$ cat config.mk
export PLATFORM = sky130hd
export DESIGN_NAME = adc4emu_tx_flat
export DESIGN_NICKNAME = d
export VERILOG_FILES = /design/src/rtl/adc4emu_tx_pkg.sv /design/src/rtl/adc4emu_tx_if.sv /design/src/rtl/adc4emu_tx_lane_ser.sv /design/src/rtl/adc4emu_tx.sv /design/src/flat_wrapper.sv
export SDC_FILE = /design/constraint.sdc
export NUM_CORES = 1
export LEC_CHECK = 0
export ABC_AREA = 1
export ABC_CLOCK_PERIOD_IN_PS = 3300
export CORE_UTILIZATION = 35
export DETAILED_ROUTE_END_ITERATION = 6
export GPL_ROUTABILITY_DRIVEN = 0
export PLACE_DENSITY_LB_ADDON = 0.05
export SKIP_CTS_REPAIR_TIMING = 1
export SLEW_MARGIN = 40
export SYNTH_ARGS = -nofsm -noshare
export SYNTH_HDL_FRONTEND = slang
export SYNTH_SLANG_ARGS = --single-unit
$ cat constraint.sdc
create_clock -name i_clk -period 3.3 [get_ports i_clk]
set_input_delay 0.33 -clock i_clk [delete_from_list [all_inputs] [get_ports i_clk]]
set_output_delay 0.33 -clock i_clk [all_outputs]
set_load 0.005 [all_outputs]
$ cat src/rtl/adc4emu_tx_pkg.sv
// Shared definitions for the 4-channel ADC link transmit emulator.
// Holds the lane geometry, the default frame and idle words, the mode
// and phase encodings, and the skew sanitising helper.
package adc4emu_tx_pkg;

    localparam int N_CH        = 4;    // sample channels
    localparam int N_LANES     = 8;    // data lanes, two per channel
    localparam int LANE_BITS   = 6;    // bits per lane per sample period
    localparam int SAMPLE_BITS = 12;   // bits per channel sample
    localparam int HIST_BITS   = 12;   // per-lane serial history used for skew

    localparam logic [LANE_BITS-1:0]   FRAME_DEFAULT     = 6'b111000;
    localparam logic [SAMPLE_BITS-1:0] IDLE_WORD_DEFAULT = 12'h000;

    typedef enum logic [1:0] {
        MODE_STREAM = 2'd0,
        MODE_RAMP   = 2'd1,
        MODE_FIXED  = 2'd2,
        MODE_RSVD   = 2'd3     // behaves as FIXED
    } mode_e;

    // Position of the current bit pair inside the 6-bit lane word.
    typedef enum logic [1:0] {
        PH0 = 2'd0,
        PH1 = 2'd1,
        PH2 = 2'd2
    } phase_e;

    // Only 0..5 bit-times of delay exist; larger codes fall back to none.
    function automatic logic [2:0] skew_clamp(input logic [2:0] skew);
        return (skew > 3'd5) ? 3'd0 : skew;
    endfunction

endpackage

$ cat src/rtl/adc4emu_tx_if.sv
// Control/data bundle of the ADC link transmit emulator.
// Signals are named from the emulator's point of view (i_ = into it,
// o_ = out of it).
//   i_en      transmit enable
//   i_mode    0 STREAM, 1 RAMP, 2 FIXED, 3 as FIXED
//   i_fixed   word for FIXED mode
//   i_skew    bit-time delay of all lanes, 0..5 (6,7 mean 0)
//   i_din     STREAM samples, channel c at [12c+11:12c]
//   i_dvalid  i_din valid
//   o_dready  i_din accepted this cycle when i_dvalid is high
//   o_dout    lane k DDR pair at [2k+1:2k], [2k+1] is the earlier bit
//   o_frout   frame lane DDR pair, same order
//   o_fstart  pulse with the first pair of each frame
//   o_under   pulse after a STREAM load without valid data
//   o_scnt    frames sent, wrapping
// master = stimulus side, slave = emulator side.
interface adc4emu_tx_if;

    logic                                                      i_en;
    logic [1:0]                                                i_mode;
    logic [adc4emu_tx_pkg::SAMPLE_BITS-1:0]                    i_fixed;
    logic [2:0]                                                i_skew;
    logic [adc4emu_tx_pkg::N_CH*adc4emu_tx_pkg::SAMPLE_BITS-1:0] i_din;
    logic                                                      i_dvalid;
    logic                                                      o_dready;
    logic [2*adc4emu_tx_pkg::N_LANES-1:0]                      o_dout;
    logic [1:0]                                                o_frout;
    logic                                                      o_fstart;
    logic                                                      o_under;
    logic [15:0]                                               o_scnt;

    modport master (
        output i_en, i_mode, i_fixed, i_skew, i_din, i_dvalid,
        input  o_dready, o_dout, o_frout, o_fstart, o_under, o_scnt
    );

    modport slave (
        input  i_en, i_mode, i_fixed, i_skew, i_din, i_dvalid,
        output o_dready, o_dout, o_frout, o_fstart, o_under, o_scnt
    );

endinterface

$ cat src/rtl/adc4emu_tx_lane_ser.sv
// One serial lane: loads a 6-bit word, presents it MSB first as three
// bit pairs, keeps a history of the serial stream and selects the output
// pair delayed by the active skew.
//   i_clk, i_rst_n  clock, asynchronous active-low reset
//   i_en            0 clears the word, history and output
//   i_load          take i_word (last pair of the previous word is out)
//   i_word          6-bit lane word
//   i_skew          active skew in bit-times, 0..5
//   o_pair          registered pair, [1] earlier bit
module adc4emu_tx_lane_ser
    import adc4emu_tx_pkg::*;
(
    input  logic                 i_clk,
    input  logic                 i_rst_n,
    input  logic                 i_en,
    input  logic                 i_load,
    input  logic [LANE_BITS-1:0] i_word,
    input  logic [2:0]           i_skew,
    output logic [1:0]           o_pair
);

    logic [LANE_BITS-1:0] r_sh;
    logic [HIST_BITS-1:0] r_hist;
    logic [1:0]           r_pair;
    logic [1:0]           w_cur;
    logic [HIST_BITS+1:0] w_ext;
    logic [3:0]           w_idx;

    // Undelayed pair of this cycle is always the top of the shifter.
    assign w_cur = r_sh[LANE_BITS-1 -: 2];

    // Serial stream with bit 0 = latest bit; delaying by S bit-times
    // means picking bits S+1 (earlier) and S (later).
    assign w_ext = {r_hist, w_cur};
    assign w_idx = {1'b0, i_skew};

    always_ff @(posedge i_clk or negedge i_rst_n) begin
        if (!i_rst_n) begin
            r_sh   <= '0;
            r_hist <= '0;
            r_pair <= '0;
        end else if (!i_en) begin
            r_sh   <= '0;
            r_hist <= '0;
            r_pair <= '0;
        end else begin
            r_sh   <= i_load ? i_word : {r_sh[LANE_BITS-3:0], 2'b00};
            r_hist <= {r_hist[HIST_BITS-3:0], w_cur};
            r_pair <= {w_ext[w_idx + 4'd1], w_ext[w_idx]};
        end
    end

    assign o_pair = r_pair;

endmodule

$ cat src/rtl/adc4emu_tx.sv
// Transmit-side emulator of the 4-channel 12-bit ADC link (bytewise,
// two lanes per channel, x1 frame). Produces one DDR bit pair per clock
// on 8 data lanes plus the frame lane; sample rate is clock/3.
//   i_clk, i_rst_n  clock, asynchronous active-low reset
//   bus             adc4emu_tx_if.slave (enable, mode, fixed word, skew,
//                   stream handshake, lane outputs, frame start,
//                   underrun pulse, frame counter)
// Parameters: FRAME (frame-lane word), IDLE_WORD (FIXED default and
// STREAM underrun word).
// Timing: a word loaded at PH2 in cycle t shows its first pair in t+2
// together with o_fstart and the o_scnt increment; o_under is seen in t+1.
module adc4emu_tx
    import adc4emu_tx_pkg::*;
#(
    parameter logic [LANE_BITS-1:0]   FRAME     = FRAME_DEFAULT,
    parameter logic [SAMPLE_BITS-1:0] IDLE_WORD = IDLE_WORD_DEFAULT
)
(
    input  logic         i_clk,
    input  logic         i_rst_n,
    adc4emu_tx_if.slave  bus
);

    phase_e                 r_ph;
    phase_e                 w_ph_next;
    logic [2:0]             r_skew;
    logic [2:0]             w_skew_act;
    logic [SAMPLE_BITS-1:0] r_ramp;
    logic                   r_loaded;
    logic                   r_fstart;
    logic                   r_under;
    logic [15:0]            r_scnt;
    mode_e                  w_mode;
    logic                   w_load;
    logic                   w_dready;
    logic [2*N_LANES-1:0]   w_dout;
    logic [1:0]             w_frout;

    // ---------------- phase FSM ----------------
    always_ff @(posedge i_clk or negedge i_rst_n) begin
        if (!i_rst_n) r_ph <= PH0;
        else          r_ph <= w_ph_next;
    end

    always_comb begin
        w_ph_next = PH0;
        if (bus.i_en) begin
            case (r_ph)
                PH0:     w_ph_next = PH1;
                PH1:     w_ph_next = PH2;
                default: w_ph_next = PH0;
            endcase
        end
    end

    assign w_mode   = mode_e'(bus.i_mode);
    assign w_load   = bus.i_en && (r_ph == PH2);
    assign w_dready = w_load && (w_mode == MODE_STREAM);

    // Skew is taken from the input on the first pair of a frame and held
    // for the other two, so all pairs of one frame share one delay.
    assign w_skew_act = (r_ph == PH0) ? skew_clamp(bus.i_skew) : r_skew;

    // ---------------- per-channel source and lanes ----------------
    for (genvar gi = 0; gi < N_CH; gi++) begin : g_ch
        logic [SAMPLE_BITS-1:0] w_word;

        always_comb begin
            w_word = bus.i_fixed;
            case (w_mode)
                MODE_STREAM: w_word = bus.i_dvalid ? bus.i_din[gi*SAMPLE_BITS +: SAMPLE_BITS]
                                                   : IDLE_WORD;
                MODE_RAMP:   w_word = r_ramp + SAMPLE_BITS'(gi);
                default:     w_word = bus.i_fixed;
            endcase
        end

        // Lane 2c carries bits [11:6], lane 2c+1 bits [5:0].
        adc4emu_tx_lane_ser u_lane_hi (
            .i_clk   (i_clk),
            .i_rst_n (i_rst_n),
            .i_en    (bus.i_en),
            .i_load  (w_load),
            .i_word  (w_word[SAMPLE_BITS-1:LANE_BITS]),
            .i_skew  (w_skew_act),
            .o_pair  (w_dout[4*gi +: 2])
        );

        adc4emu_tx_lane_ser u_lane_lo (
            .i_clk   (i_clk),
            .i_rst_n (i_rst_n),
            .i_en    (bus.i_en),
            .i_load  (w_load),
            .i_word  (w_word[LANE_BITS-1:0]),
            .i_skew  (w_skew_act),
            .o_pair  (w_dout[4*gi+2 +: 2])
        );
    end

    adc4emu_tx_lane_ser u_lane_frame (
        .i_clk   (i_clk),
        .i_rst_n (i_rst_n),
        .i_en    (bus.i_en),
        .i_load  (w_load),
        .i_word  (FRAME),
        .i_skew  (w_skew_act),
        .o_pair  (w_frout)
    );

    // ---------------- ramp, flags, frame counter ----------------
    always_ff @(posedge i_clk or negedge i_rst_n) begin
        if (!i_rst_n) begin
            r_skew   <= '0;
            r_ramp   <= '0;
            r_loaded <= 1'b0;
            r_fstart <= 1'b0;
            r_under  <= 1'b0;
            r_scnt   <= '0;
        end else begin
            r_skew   <= w_skew_act;
            r_under  <= w_dready && !bus.i_dvalid;
            r_fstart <= 1'b0;
            if (!bus.i_en)   r_loaded <= 1'b0;
            else if (w_load) r_loaded <= 1'b1;
            if (w_load && (w_mode == MODE_RAMP)) r_ramp <= r_ramp + 1'b1;
            // First pair of a loaded frame is being registered now.
            if (bus.i_en && (r_ph == PH0) && r_loaded) begin
                r_fstart <= 1'b1;
                r_scnt   <= r_scnt + 16'd1;
            end
        end
    end

    assign bus.o_dready = w_dready;
    assign bus.o_dout   = w_dout;
    assign bus.o_frout  = w_frout;
    assign bus.o_fstart = r_fstart;
    assign bus.o_under  = r_under;
    assign bus.o_scnt   = r_scnt;

endmodule

$ cat src/flat_wrapper.sv
// flat-port wrapper written by rule: the top's interface ports become plain ports
module adc4emu_tx_flat import adc4emu_tx_pkg::*;
#(
    parameter logic [LANE_BITS-1:0]   FRAME     = FRAME_DEFAULT,
    parameter logic [SAMPLE_BITS-1:0] IDLE_WORD = IDLE_WORD_DEFAULT
)
  (i_clk, i_rst_n, bus_i_en, bus_i_mode, bus_i_fixed, bus_i_skew, bus_i_din, bus_i_dvalid, bus_o_dready, bus_o_dout, bus_o_frout, bus_o_fstart, bus_o_under, bus_o_scnt);
  adc4emu_tx_if bus_i ();
  input  logic i_clk;
  input  logic i_rst_n;
  input wire logic [$bits(bus_i.i_en)-1:0] bus_i_en;
  input wire logic [$bits(bus_i.i_mode)-1:0] bus_i_mode;
  input wire logic [$bits(bus_i.i_fixed)-1:0] bus_i_fixed;
  input wire logic [$bits(bus_i.i_skew)-1:0] bus_i_skew;
  input wire logic [$bits(bus_i.i_din)-1:0] bus_i_din;
  input wire logic [$bits(bus_i.i_dvalid)-1:0] bus_i_dvalid;
  output wire logic [$bits(bus_i.o_dready)-1:0] bus_o_dready;
  output wire logic [$bits(bus_i.o_dout)-1:0] bus_o_dout;
  output wire logic [$bits(bus_i.o_frout)-1:0] bus_o_frout;
  output wire logic [$bits(bus_i.o_fstart)-1:0] bus_o_fstart;
  output wire logic [$bits(bus_i.o_under)-1:0] bus_o_under;
  output wire logic [$bits(bus_i.o_scnt)-1:0] bus_o_scnt;
  assign bus_i.i_en = bus_i_en;
  assign bus_i.i_mode = bus_i_mode;
  assign bus_i.i_fixed = bus_i_fixed;
  assign bus_i.i_skew = bus_i_skew;
  assign bus_i.i_din = bus_i_din;
  assign bus_i.i_dvalid = bus_i_dvalid;
  assign bus_o_dready = bus_i.o_dready;
  assign bus_o_dout = bus_i.o_dout;
  assign bus_o_frout = bus_i.o_frout;
  assign bus_o_fstart = bus_i.o_fstart;
  assign bus_o_under = bus_i.o_under;
  assign bus_o_scnt = bus_i.o_scnt;
  adc4emu_tx #(.FRAME(FRAME), .IDLE_WORD(IDLE_WORD)) u_core (.i_clk(i_clk), .i_rst_n(i_rst_n), .bus(bus_i));
endmodule
# After elaboration in Yosys (flattened, before gate mapping)
# Cells that the tools add are included.
[totals]
memories = 0
latchBits = 0
wordCells = 142
ff_bits = 216
input_bits = 69
ram_bits = 0
output_inout_bits = 37
romBits = 0
[classes]
addsub = 5
reduce_logical = 9
n_mux = 87
bitwise = 0
n_div = 0
mul = 0
magnitude_cmp = 3
eq_ne = 4
shifts = 0
[ops]
columns = ["op", "n"]
rows = [
  ["12-bit 2-to-1 mux", 13],
  ["6-bit 2-to-1 mux", 18],
  ["12-bit one-hot mux with 2 select lines", 4],
  ["1-bit binary-select mux with 4-bit select", 9],
  ["1-bit binary-select mux with 3-bit select", 9],
  ["12-bit by 2-bit adder with 12-bit output (second input constant)", 2],
  ["1-bit 2-to-1 mux", 21],
  ["2-bit 2-to-1 mux", 10],
  ["16-bit by 1-bit adder with 16-bit output (second input constant)", 1],
  ["12-bit by 1-bit adder with 12-bit output (second input constant)", 1],
  ["1-bit logical AND", 6],
  ["3-bit 2-to-1 mux", 2],
  ["3-bit by 5-bit less-than comparator with 1-bit output (second input constant)", 1],
  ["4-bit by 5-bit less-than comparator with 1-bit output (second input constant)", 1],
  ["3-bit by 1-bit adder with 4-bit output (second input constant)", 1],
  ["2-bit by 1-bit == test with 1-bit output (second input constant)", 2],
  ["2-bit logical NOT", 2],
  ["2-bit one-hot mux with 2 select lines", 1],
  ["3-bit > comparator (second input constant)", 1],
  ["2-bit == test (second input constant)", 1],
  ["2-bit by 1-bit inequality test with 1-bit output (second input constant)", 1],
  ["1-bit logical NOT", 1],
]

# Longest topological paths before layout
# Gate-level depths: netlist of run 1.
[depth]
depth_word = 7
ltp_mapped = 15
ltp_nobuf = 13

# Hierarchy
# A second synthesis of run 1 with hierarchy kept.
[unflattened]
hier_cells = 1554
area_unflattened_um2 = 11507.3
[by_module_without_submodules]
columns = ["mod", "n_inst", "cells_per_inst", "area_each_um2", "seq_area_each_um2"]
rows = [
  ["adc4emu_tx_lane_ser at u_core.g_ch[0].u_lane_lo ...", 8, 125, 960.9, 500.5],
  ["adc4emu_tx", 1, 425, 2861.5, 900.9],
  ["adc4emu_tx_lane_ser at u_core.g_ch[0].u_lane_hi", 1, 129, 958.4, 500.5],
]

# Worst setup path before layout of run 1
# No wires, ideal clock.
[synth_path]
kind = "register to register"
startpoint = "register u_core.r_ph[1]"
endpoint = "register u_core.g_ch[0].u_lane_lo.r_pair[1]"
path_slack_ps = 824
t_arrival_ps = 2359
n_path_buf = 4
required_time_ps = 3183
stages_incl_launch_ff = 15
synth_period_minus_slack_ps = 2476
setup_ps = 117
path_cell_list = "dfrtp_1 -> nor2_4 -> nand3_4 -> nand2_4 -> buf_4 -> buf_4 -> ha_1 -> clkbuf_1 -> inv_2 -> clkbuf_1 -> nand3_1 -> nand3_1 -> nand2_1 -> nor2_1 -> nor2_1"
[synth_via]
elab_chain_len = 6
[synth_rtl]
columns = ["item", "line_no", "source"]
rows = [
  ["start: declaration", "adc4emu_tx.sv:24", "phase_e r_ph;"],
  ["start signal: assignment", "adc4emu_tx.sv:42", "else r_ph <= w_ph_next;"],
  ["2-bit logical NOT", "adc4emu_tx.sv:62", "assign w_skew_act = (r_ph == PH0) ? skew_clamp(bus.i_skew) : r_skew;"],
  ["3-bit 2-to-1 mux", "adc4emu_tx.sv:62", ""],
  ["named net u_core.g_ch[0].u_lane_hi.i_skew[0]", "adc4emu_tx_lane_ser.sv:18", "input logic [2:0] i_skew,"],
  ["3-bit by 1-bit adder with 4-bit output", "adc4emu_tx_lane_ser.sv:49", "r_pair <= {w_ext[w_idx + 4'd1], w_ext[w_idx]};"],
  ["1-bit binary-select mux with 4-bit select", "adc4emu_tx_lane_ser.sv:49", ""],
  ["1-bit 2-to-1 mux (implied by the code)", "adc4emu_tx_lane_ser.sv:49", ""],
  ["2-bit 2-to-1 mux", "adc4emu_tx_lane_ser.sv:42", "end else if (!i_en) begin"],
  ["end signal: assignment", "adc4emu_tx_lane_ser.sv:49", ""],
  ["end: declaration", "adc4emu_tx_lane_ser.sv:24", "logic [1:0] r_pair;"],
]
# The timed path passes the listed nets, and every way through them passes these cells. The select of a mux whose other input is x is not followed.
# A chain may end at the register's enable or synchronous reset.

# Worst setup path in the final report of run 1
[layout_path]
startpoint = "register u_core.r_ph[1]"
endpoint = "register u_core.g_ch[1].u_lane_lo.r_pair[1]"
[layout_via]
elab_chain_len = 6
[layout_rtl]
columns = ["item", "line_no"]
rows = [
  ["2-bit logical NOT", "adc4emu_tx.sv:62"],
  ["3-bit 2-to-1 mux", "adc4emu_tx.sv:62"],
  ["3-bit by 1-bit adder with 4-bit output", "adc4emu_tx_lane_ser.sv:49"],
  ["1-bit binary-select mux with 4-bit select", "adc4emu_tx_lane_ser.sv:49"],
  ["1-bit 2-to-1 mux (implied by the code)", "adc4emu_tx_lane_ser.sv:49"],
  ["2-bit 2-to-1 mux", "adc4emu_tx_lane_ser.sv:42"],
  ["end signal: assignment", "adc4emu_tx_lane_ser.sv:49"],
  ["end: declaration", "adc4emu_tx_lane_ser.sv:24"],
]
# Every way passes these cells. The select of a mux whose other input is x is not followed.

==> run metrics, run 1 <==
status finished clean; CP max FO 19; DPL Wire Length just under 20000 um; P_int 5140 uW; synth warn 0; final setup fails 0; P_leak roughly 0.0068 uW; Avg Cell Area, Syn 7.55 um^2; Area contributors post-synth dfrtp_1, nand2_1, nand3_1; launch point of the worst path u_core.r_ph[1]$_DFF_PN0_; largest net degree at the start of global routing 87; CTS buffer count 26; Worst Path Arrival 3.04 ns; RSZ-0062 raised after global routing no; switching share of power 31.0%; sw power 2320 uW; final hold vios 0; FP Rows between 60 and 70; Initial Util 35.6%; WL per Instance 15.8 um; share of post-route cells with drive strength above 1 5.99%; combinational fraction of design power 22.3%; Post-DRT Antenna Nets 0; Ports 106; DRT Pass-1 Iters 5; min-delay src bus_i_en; R2R depth 11; clk_skew 0.0127 ns; Sequential Power Share approximately two fifths; worst r2r src u_core.r_ph[1]$_DFF_PN0_; Clk pwr share 37.3%; routed vias/inst 4.77; PD cells 580 nW/um^2; Mapped Cells 1398; PortBufs 105; Final Util between 40% and 50%; Peak VDD IR 384 uV; Synth cell types 37; sequential element share of the synthesized area 50.3%; nature of the critical path endpoint flip-flop; kind of critical path reg -> reg; Die X-Extent about 180 um; gr usage total 19.9%; worst hold slack ~0.12 ns; final slew viol count 0; CTS tree done; global-route wire length before repair 48600 um; initial antenna violation count 0; RR Endpoint u_core.g_ch[1].u_lane_lo.o_pair[1]$_DFF_PN0_; drc violations 0; Area Overhead vs Synth 21.8%; vias in the first global route 8787; critical path startpoint category flip-flop; top cell type's share of synthesized area 50.3%; Core Box Area about 30000 um^2; #FFs+latches synth between 200 and 250; nets 1565; Hold WC Path Type in -> reg; drt initial violations 763; Hold Path End u_core.r_ph[0]$_DFF_PN0_; global route total overflow 0; clock-pin slew on the worst setup and hold paths 0.06 ns; # diodes 0; CP Data Required Time 3.74 ns; CTS max path bufs 3; Final min period 2.60 ns; Clock Latency Late Sink 0.52 ns; top_reg_cell synth dfrtp_1; final wirelength 29900 um; Setup TNS 0 ns; post-synth net total roughly 1500; Worst R2R Setup Slack 0.70 ns; post-synthesis cell area 10600 um^2; dominant cell type by area after synthesis dfrtp_1; Final Cycle Share 78.8%; CTS H-tree lvls 1; Root Buffer clkbuf_16; via count 9038; ys async rst share 100%; Max-Cap Viols 0; die area 30900 um^2; Post-synth EDFFs 0; Worst Tran Pin Value 0.753 ns; worst relative slew slack 49.8%; hold path depth 3; Die Y-Extent 176 um; CTS Sinks between 200 and 250; f_max 385 MHz
-- cell type report --
cell class | instances | area (um^2)
fillers | 3066 | 16800
flip-flops and latches | 212 | 5310
clock inverters | 3 | 40.0
inverters | 200 | 751
clock buffers | 38 | 797
repair buffers | 127 | 1260
multi-input cells | 923 | 4210
well taps | 390 | 488
-- flip-flops by register name, indices dropped and copies added, names as in the netlist --
| signal | cells |
|---|---|
| u_core.g_ch.u_lane_hi.o_pair | 8 |
| u_core.g_ch.u_lane_hi.r_sh | 24 |
| u_core.g_ch.u_lane_hi.r_hist | 48 |
| u_core.u_lane_frame.r_hist | 12 |
| u_core.bus.o_scnt | 16 |
| u_core.bus.o_fstart | 1 |
| u_core.g_ch.u_lane_lo.r_sh | 24 |
| u_core.r_skew | 3 |
| u_core.g_ch.u_lane_lo.r_hist | 48 |
| u_core.r_ramp | 12 |
| u_core.g_ch.u_lane_lo.o_pair | 8 |
| u_core.r_ph | 2 |
| u_core.u_lane_frame.r_sh | 2 |
| u_core.r_loaded | 1 |
| u_core.bus.o_under | 1 |
| u_core.u_lane_frame.o_pair | 2 |
-- layer usage --
metal / vias up / GRT usage (%) / part of all wire (%)
met5: - / 0 / 0
met4: 0 / 5.62 / 2.4
met3: 48 / 2.47 / 4.6
met2: 227 / 32.6 / 47
met1: 4228 / 27.5 / 46
li1: 4535 / - / -
-- cell families after synthesis --
logic type,synth area share [%]
simple gates,30.4
buf+inv,9.84
flops,50.3
compound gates,7.29
xor+xnor,1.49
fa+ha+maj,0.711
-- stage by stage --
stage / power, uW / cells / setup slack (ns) / cell area (um^2)
finish: 7460 / 1893 / 0.699 / 12900
global route: 7920 / 1893 / 0.430 / 12900
CTS: 7580 / 1892 / 0.634 / 12800
detailed placement: 4730 / 1851 / 0.536 / 12000
global placement: 4740 / 1851 / 0.561 / 12000
floorplan: 4010 / 1398 / 0.824 / 10600
-- placed cells by master, fill, tap and decap left out, types with 8 or more instances in the layout --
cell type        instances
nand2_1                467
dfrtp_1                212
inv_1                  191
nand3_1                151
nor2_1                 118
clkdlybuf4s50_1        103
o21ai_0                 50
clkbuf_16               27
a21oi_1                 26
o211ai_1                20
buf_4                   18
xor2_1                  11
inv_2                    9
nand4_1                  9
clkbuf_8                 8
-- how the worst max path moves through the flow --
stage,end,slack [ns],depth (start not counted)
2_1_floorplan,u_core.g_ch[0].u_lane_lo.o_pair[1]$_DFF_PN0_,0.82,14
5_1_grt,u_core.g_ch[3].u_lane_lo.o_pair[1]$_DFF_PN0_,0.43,11
6_report,u_core.g_ch[1].u_lane_lo.o_pair[1]$_DFF_PN0_,0.70,11
4_1_cts,u_core.g_ch[1].u_lane_lo.o_pair[1]$_DFF_PN0_,0.63,11
3_5_place_dp,u_core.g_ch[1].u_lane_lo.o_pair[1]$_DFF_PN0_,0.54,12
3_3_place_gp,u_core.g_ch[2].u_lane_hi.o_pair[1]$_DFF_PN0_,0.56,11
-- power by group through the flow --
stage,clock network [uW],registers [uW],logic (uW)
6_report,2780,3010,1660
2_1_floorplan,0,3010,1000
5_1_grt,2990,3050,1880
3_5_place_dp,0,3060,1680
4_1_cts,2880,3010,1690
3_3_place_gp,0,3060,1680
-- cells in the mapped netlist, types with 7 or more instances --
cell and number:
nand2_1 467, dfrtp_1 212, inv_1 191, nand3_1 151, nor2_1 118, o21ai_0 50, a21oi_1 26, clkbuf_1 26
buf_2 23, o211ai_1 20, xor2_1 11, inv_2 9, nand4_1 9, buf_1 8, a211oi_1 7, a22oi_1 7
xnor2_1 7
-- worst max-delay path, cell delays in order (launching register included) --
cell	delay, ns
dfrtp_1	0.46
nor2_4	0.25
nand3_1	0.11
o21ai_2	0.21
ha_1	0.34
inv_2	0.37
nand3_2	0.32
nor2_1	0.18
nor2_1	0.05
nand2_1	0.06
nand2_1	0.04
nor2_1	0.11
(Power assumes the default switching activity.)
==> inputs of run 2 (changes only) <==
--- a/config.mk
+++ b/config.mk
@@ -6,7 +6,7 @@
 export NUM_CORES = 1
 export LEC_CHECK = 0
 export ABC_AREA = 1
-export ABC_CLOCK_PERIOD_IN_PS = 3300
+export ABC_CLOCK_PERIOD_IN_PS = 2200
 export CORE_UTILIZATION = 35
 export DETAILED_ROUTE_END_ITERATION = 6
 export GPL_ROUTABILITY_DRIVEN = 0
==> constraint.sdc (replaced) <==
create_clock -name i_clk -period 2.2 [get_ports i_clk]
set_input_delay 0.22 -clock i_clk [delete_from_list [all_inputs] [get_ports i_clk]]
set_output_delay 0.22 -clock i_clk [all_outputs]
set_load 0.005 [all_outputs]
==> run metrics, run 2 (same netlist as run 1, synthesis figures left out) <==
drt initial violations 802 (+5.1%); launch point of the worst path u_core.r_ph[0]$_DFF_PN0_; Peak VDD IR 550 uV (+43%); Clock Latency Late Sink 0.53 ns (about the same); clock-pin slew on the worst setup and hold paths 0.06 ns (about the same); final setup margin 0.193 ns (-0.507 ns); Root Buffer clkbuf_16; FF/Latch Area 5310 um^2 (about the same); die area 30900 um^2 (unchanged); P_leak 0.00717 uW (+4.8%); Worst Tran Pin Value 0.567 ns (-0.185 ns); Clk pwr share 38.1% (+0.8 points); placed cell areas 12500 um^2 (+4.2%); share of post-route cells with drive strength above 1 9.20% (+3.2 points); clk_skew 0.0144 ns (+0.00167 ns); Die Y-Extent 176 um (unchanged); Final min period 2.01 ns (-0.593 ns); RSZ-0062 raised after global routing no; worst relative slew slack 62.2% (+12 points); DPL Wire Length 21100 um (+7.1%); status finished clean; largest net degree at the start of global routing 102 (+17%); Top cell by count, worst path nor2_1; CTS buffer count 26 (unchanged); combinational fraction of design power 23.2% (+0.9 points); Final Power 11700 uW (+57%); worst slack, placed -0.0842 ns (-0.621 ns); Core Box Area 29600 um^2 (unchanged); nature of the critical path endpoint flip-flop; Max-Cap Viols 0 (unchanged); sw power 3590 uW (+55%); via count 9094 (+0.62%); gr usage total 20.4% (+0.52 points); R2R depth 12 (+1); P_int 8130 uW (+58%); CTS Sinks 212 (unchanged); CTS H-tree lvls 1 (unchanged); CP max FO 43 (+24); critical path startpoint category flip-flop; Worst R2R Setup Slack 0.19 ns (-0.51 ns); switching share of power 30.6% (-0.42 points); final slew viol count 0 (unchanged); drc violations 0 (unchanged); CP max-delay cell dfrtp_1; worst r2r src u_core.r_ph[0]$_DFF_PN0_; global route total overflow 0 (unchanged); DRT Pass-1 Iters 5 (unchanged); Critical Path End u_core.g_ch[3].u_lane_lo.o_pair[1]$_DFF_PN0_; design area 13500 um^2 (+4.7%); Multi-input gate area 4220 um^2 (+0.24%); WL per Instance 15.5 um (-1.8%); Ports 106 (unchanged); nets 1611 (+2.9%); routed vias/inst 4.68 (-2.1%); final wirelength 30200 um (+0.85%); Hold WC Path Type in -> reg; vias in the first global route 9102 (+3.6%); CTS max path bufs 3 (unchanged); Die X-Extent 176 um (unchanged); initial antenna violation count 0 (unchanged); CTS tree done; Sequential Power Share 38.7% (-1.7 points); CP Data Required Time 2.66 ns (-1.08 ns); Initial Util 35.6% (unchanged); PD cells 870 nW/um^2 (+50%); f_max 498 MHz (+30%); FILL cells 3042 (-0.78%); final hold vios 0 (unchanged); RR Endpoint u_core.g_ch[3].u_lane_lo.o_pair[1]$_DFF_PN0_; CP max stage delay 0.39 ns (-0.07 ns); critical-path cell list buf_4 > nor2_4 > nand3_4 > nand2_4 > buf_4 > buf_12 > nand2_1 > nand3_1 > nand2_1 > nor2_1 > nor2_1 > nor2_1; Area Overhead vs Synth 27.6%; global-route wire length before repair 49600 um (+2.2%); PortBufs 105 (unchanged); Worst Path Arrival 2.46 ns (-0.58 ns); # diodes 0 (unchanged); largest registers u_core.g_ch.u_lane_hi.r_hist x48, u_core.g_ch.u_lane_lo.r_hist x48; kind of critical path reg -> reg; most frequent cells in the layout nand2_1, dfrtp_1, inv_1; final setup fails 0 (unchanged); Post-DRT Antenna Nets 0 (unchanged); FP Rows 63 (unchanged); most common cell after layout, fill and taps aside nand2_1; Final Cycle Share 91.2% (+12 points)
[run 2: how the worst min path moves through the flow]
| stage | from | to | slack (ns) | depth (start not counted) |
|---|---|---|---|---|
| 6_report | bus_i_en | u_core.r_ph[0]$_DFF_PN0_ | 0.03 | 3 |
| 4_1_cts | i_rst_n | u_core.g_ch[0].u_lane_lo.r_hist[5]$_DFF_PN0_ | -0.33 | 1 |
| 5_1_grt | bus_i_en | u_core.r_ph[0]$_DFF_PN0_ | 0.03 | 3 |
| 2_1_floorplan | i_rst_n | u_core.bus.o_fstart$_DFF_PN0_ | -0.08 | 0 |
| 3_5_place_dp | i_rst_n | u_core.g_ch[3].u_lane_lo.r_hist[11]$_DFF_PN0_ | 0.23 | 1 |
| 3_3_place_gp | i_rst_n | u_core.g_ch[3].u_lane_lo.r_hist[11]$_DFF_PN0_ | 0.22 | 1 |
[run 2: layout make-up]
class	count	area share (%)
repair buffers	173	13.3
clock buffers	34	5.36
flip-flops and latches	212	39.4
multi-input cells	923	31.4
inverters	200	5.59
clock inverters	13	1.33
well taps	390	3.62
[run 2: power by group through the flow]
stage	combinational (uW)	sequential [uW]	clock, uW
after floorplan	1540	4520	0
after global placement	2700	4610	0
after detailed placement	2720	4600	0
after CTS	2730	4540	4600
after global routing	3050	4580	4770
final	2710	4540	4460
[run 2: routing by layer]
metal	routed length, um	vias up	part of all wire (%)	GRT usage (%)
met5	0	-	0	0
met4	512	0	1.7	4.96
met1	14200	4180	47	28.3
met2	13900	243	46	33.3
li1	-	4630	-	-
met3	1570	41	5.2	3.12
[run 2: critical path: cells and delay by family, from the launching register on]
family	cells	cell delay [ns]
simple gates	9	0.82
flops	1	0.39
buf+inv	3	0.71
[run 2: metrics by stage]
stage                     utilization (%)   TNS, ns  hold slack [ns]  cells
after global routing                 45.4         0           0.0297   1945
final                                45.4         0           0.0278   1945
after detailed placement             42.2    -0.254            0.229   1892
after CTS                            45.2    -0.113           -0.330   1939
after floorplan                         -  -0.00704          -0.0756   1398
after global placement               42.2    -0.165            0.224   1892
==> inputs of run 3 (changes only) <==
--- a/config.mk
+++ b/config.mk
@@ -6,9 +6,10 @@
 export NUM_CORES = 1
 export LEC_CHECK = 0
 export ABC_AREA = 1
-export ABC_CLOCK_PERIOD_IN_PS = 2200
+export ABC_CLOCK_PERIOD_IN_PS = 2300
 export CORE_UTILIZATION = 35
 export DETAILED_ROUTE_END_ITERATION = 6
+export DONT_BUFFER_PORTS = 1
 export GPL_ROUTABILITY_DRIVEN = 0
 export PLACE_DENSITY_LB_ADDON = 0.05
 export SKIP_CTS_REPAIR_TIMING = 1
==> constraint.sdc (replaced) <==
create_clock -name i_clk -period 2.3 [get_ports i_clk]
set_input_delay 0.23 -clock i_clk [delete_from_list [all_inputs] [get_ports i_clk]]
set_output_delay 0.23 -clock i_clk [all_outputs]
set_load 0.005 [all_outputs]
==> run metrics, run 3 (same netlist as run 1, synthesis figures left out) <==
final slew viol count 0 (unchanged); most frequent cells in the layout nand2_1, dfrtp_1, inv_1; CP max stage delay 0.88 ns (+0.49 ns); Initial Util 35.6% (unchanged); CTS max path bufs 3 (unchanged); Final min period ~2.3 ns; global-route wire length before repair 47900 um (-3.4%); vias in the first global route 8459 (-7.1%); clk_skew 0.00996 ns (-0.00445 ns); Multi-input gate area 4220 um^2 (-0.12%); R2R depth 7 (-5); nets 1511 (-6.2%); drc violations 0 (unchanged); Root Buffer clkbuf_16; P_leak 0.00665 uW (-7.2%); drt initial violations 730 (-9.0%); Sequential Power Share 42.0% (+3.3 points); Area Overhead vs Synth 16.6%; share of post-route cells with drive strength above 1 6.55% (-2.6 points); Max-Cap Viols 0 (unchanged); via count 8858 (-2.6%); CP max FO 19 (-56%); final hold vios 216 (+216); P_int 7180 uW (-12%); Peak VDD IR 574 uV (+4.4%); CTS Sinks 212 (unchanged); routed vias/inst 4.81 (+2.9%); Die Y-Extent 176 um (unchanged); sw power 3240 uW (-9.6%); Worst Tran Pin Value 0.699 ns (+0.132 ns); # diodes 0 (unchanged); FILL cells 3148 (+3.5%); Worst Path Arrival 2.68 ns (+0.22 ns); kind of critical path in -> reg; FF/Latch Area 5310 um^2 (about the same); FP Rows 63 (unchanged); CTS buffer count 26 (unchanged); worst hold slack -0.596 ns (-0.623 ns); CP Data Required Time 2.70 ns (+0.04 ns); CTS tree done; final wirelength 30400 um (+0.65%); gr usage total 19.7% (-0.72 points); worst relative slew slack 53.2% (-8.9 points); WL per Instance 16.5 um (+6.3%); global route total overflow 0 (unchanged); final setup fails 0 (unchanged); initial antenna violation count 0 (unchanged); DRT Pass-1 Iters 5 (unchanged); Hold WC Path Type in -> async; critical path startpoint category input pin; Die X-Extent 176 um (unchanged); largest net degree at the start of global routing 213 (+110%); Final Util 41.5% (-3.9 points); Ports 106 (unchanged); worst r2r src u_core.r_ramp[1]$_DFFE_PN0P_; nature of the critical path endpoint flip-flop; delay-heaviest family, CP buffers and inverters; Clk pwr share 38.0% (about the same); RR Endpoint u_core.g_ch[2].u_lane_lo.r_sh[5]$_DFF_PN0_; critical-path cell list dlygate4sd3_1 > inv_2 > nand2_1 > buf_4 > nor2_1 > a211oi_1 > dlygate4sd3_1 > nor2_1; failing checks hold timing; Core Box Area 29600 um^2 (unchanged); CP Depth 8 (-4); CP max-delay cell dlygate4sd3_1; die area 30900 um^2 (unchanged); switching share of power 31.1% (+0.49 points); most common cell after layout, fill and taps aside nand2_1; PD cells 847 nW/um^2 (-2.6%); Final Cycle Share 99.5%; f_max around 440 MHz; Worst R2R Setup Slack 0.18 ns (about the same); CTS H-tree lvls 1 (unchanged); PortBufs 0 (-100%); DPL Wire Length 19700 um (-6.6%); status complete, but fails checks; clock-pin slew on the worst setup and hold paths 0.06 ns (about the same); Buf/Inv on CP 4 (+1); Post-DRT Antenna Nets 0 (unchanged); largest registers u_core.g_ch.u_lane_hi.r_hist x48, u_core.g_ch.u_lane_lo.r_hist x48; Clock Latency Late Sink 0.53 ns (about the same); combinational fraction of design power 20.0% (-3.2 points)
run 3: worst max path at each step:
stage                                   startpoint  slack, ns                                           end
final                                bus_i_mode[1]       0.01    u_core.g_ch[2].u_lane_lo.r_sh[1]$_DFF_PN0_
after global routing                 bus_i_mode[1]      -0.02    u_core.g_ch[2].u_lane_lo.r_sh[1]$_DFF_PN0_
after CTS                 u_core.r_ph[1]$_DFF_PN0_       0.23  u_core.g_ch[1].u_lane_lo.o_pair[1]$_DFF_PN0_
after detailed placement  u_core.r_ph[1]$_DFF_PN0_       0.24  u_core.g_ch[1].u_lane_lo.o_pair[1]$_DFF_PN0_
after global placement    u_core.r_ph[1]$_DFF_PN0_       0.27  u_core.g_ch[3].u_lane_hi.o_pair[1]$_DFF_PN0_
after floorplan           u_core.r_ph[1]$_DFF_PN0_       0.02  u_core.g_ch[0].u_lane_lo.o_pair[1]$_DFF_PN0_
run 3: layer usage:
layer,global-route usage (%),share of wire [%],wire length (um)
met5,0,0,0
met4,4.38,1.6,489
met3,3.07,5.3,1600
met2,31.8,47,14200
met1,27.7,46,14100
run 3: final cells by class:
| type | instances | share of cell area, % |
|---|---|---|
| multi-input cells | 923 | 34.3 |
| inverters | 200 | 6.10 |
| flip-flops and latches | 212 | 43.1 |
| clock inverters | 5 | 0.610 |
| clock buffers | 38 | 5.99 |
| well taps | 390 | 3.97 |
| repair buffers | 73 | 5.96 |
run 3: power by group through the flow:
stage | Clock (uW) | Sequential, uW | Combinational (uW)
after global placement | 0 | 4450 | 1960
after floorplan | 0 | 4320 | 1450
final | 3970 | 4380 | 2080
after CTS | 4080 | 4380 | 1990
after global routing | 4220 | 4420 | 2370
after detailed placement | 0 | 4440 | 1980
run 3: per-stage QoR:
| stage | instance area (um^2) | setup WS, ns | TNS (ns) | instances | power [uW] |
|---|---|---|---|---|---|
| finish | 12300 | 0.0118 | 0 | 1841 | 10400 |
| global route | 12300 | -0.0219 | -0.0219 | 1841 | 11000 |
| CTS | 11900 | 0.225 | 0 | 1799 | 10500 |
| detailed placement | 11100 | 0.239 | 0 | 1756 | 6420 |
| global placement | 11100 | 0.275 | 0 | 1756 | 6410 |
| floorplan | 10600 | 0.0158 | 0 | 1398 | 5770 |
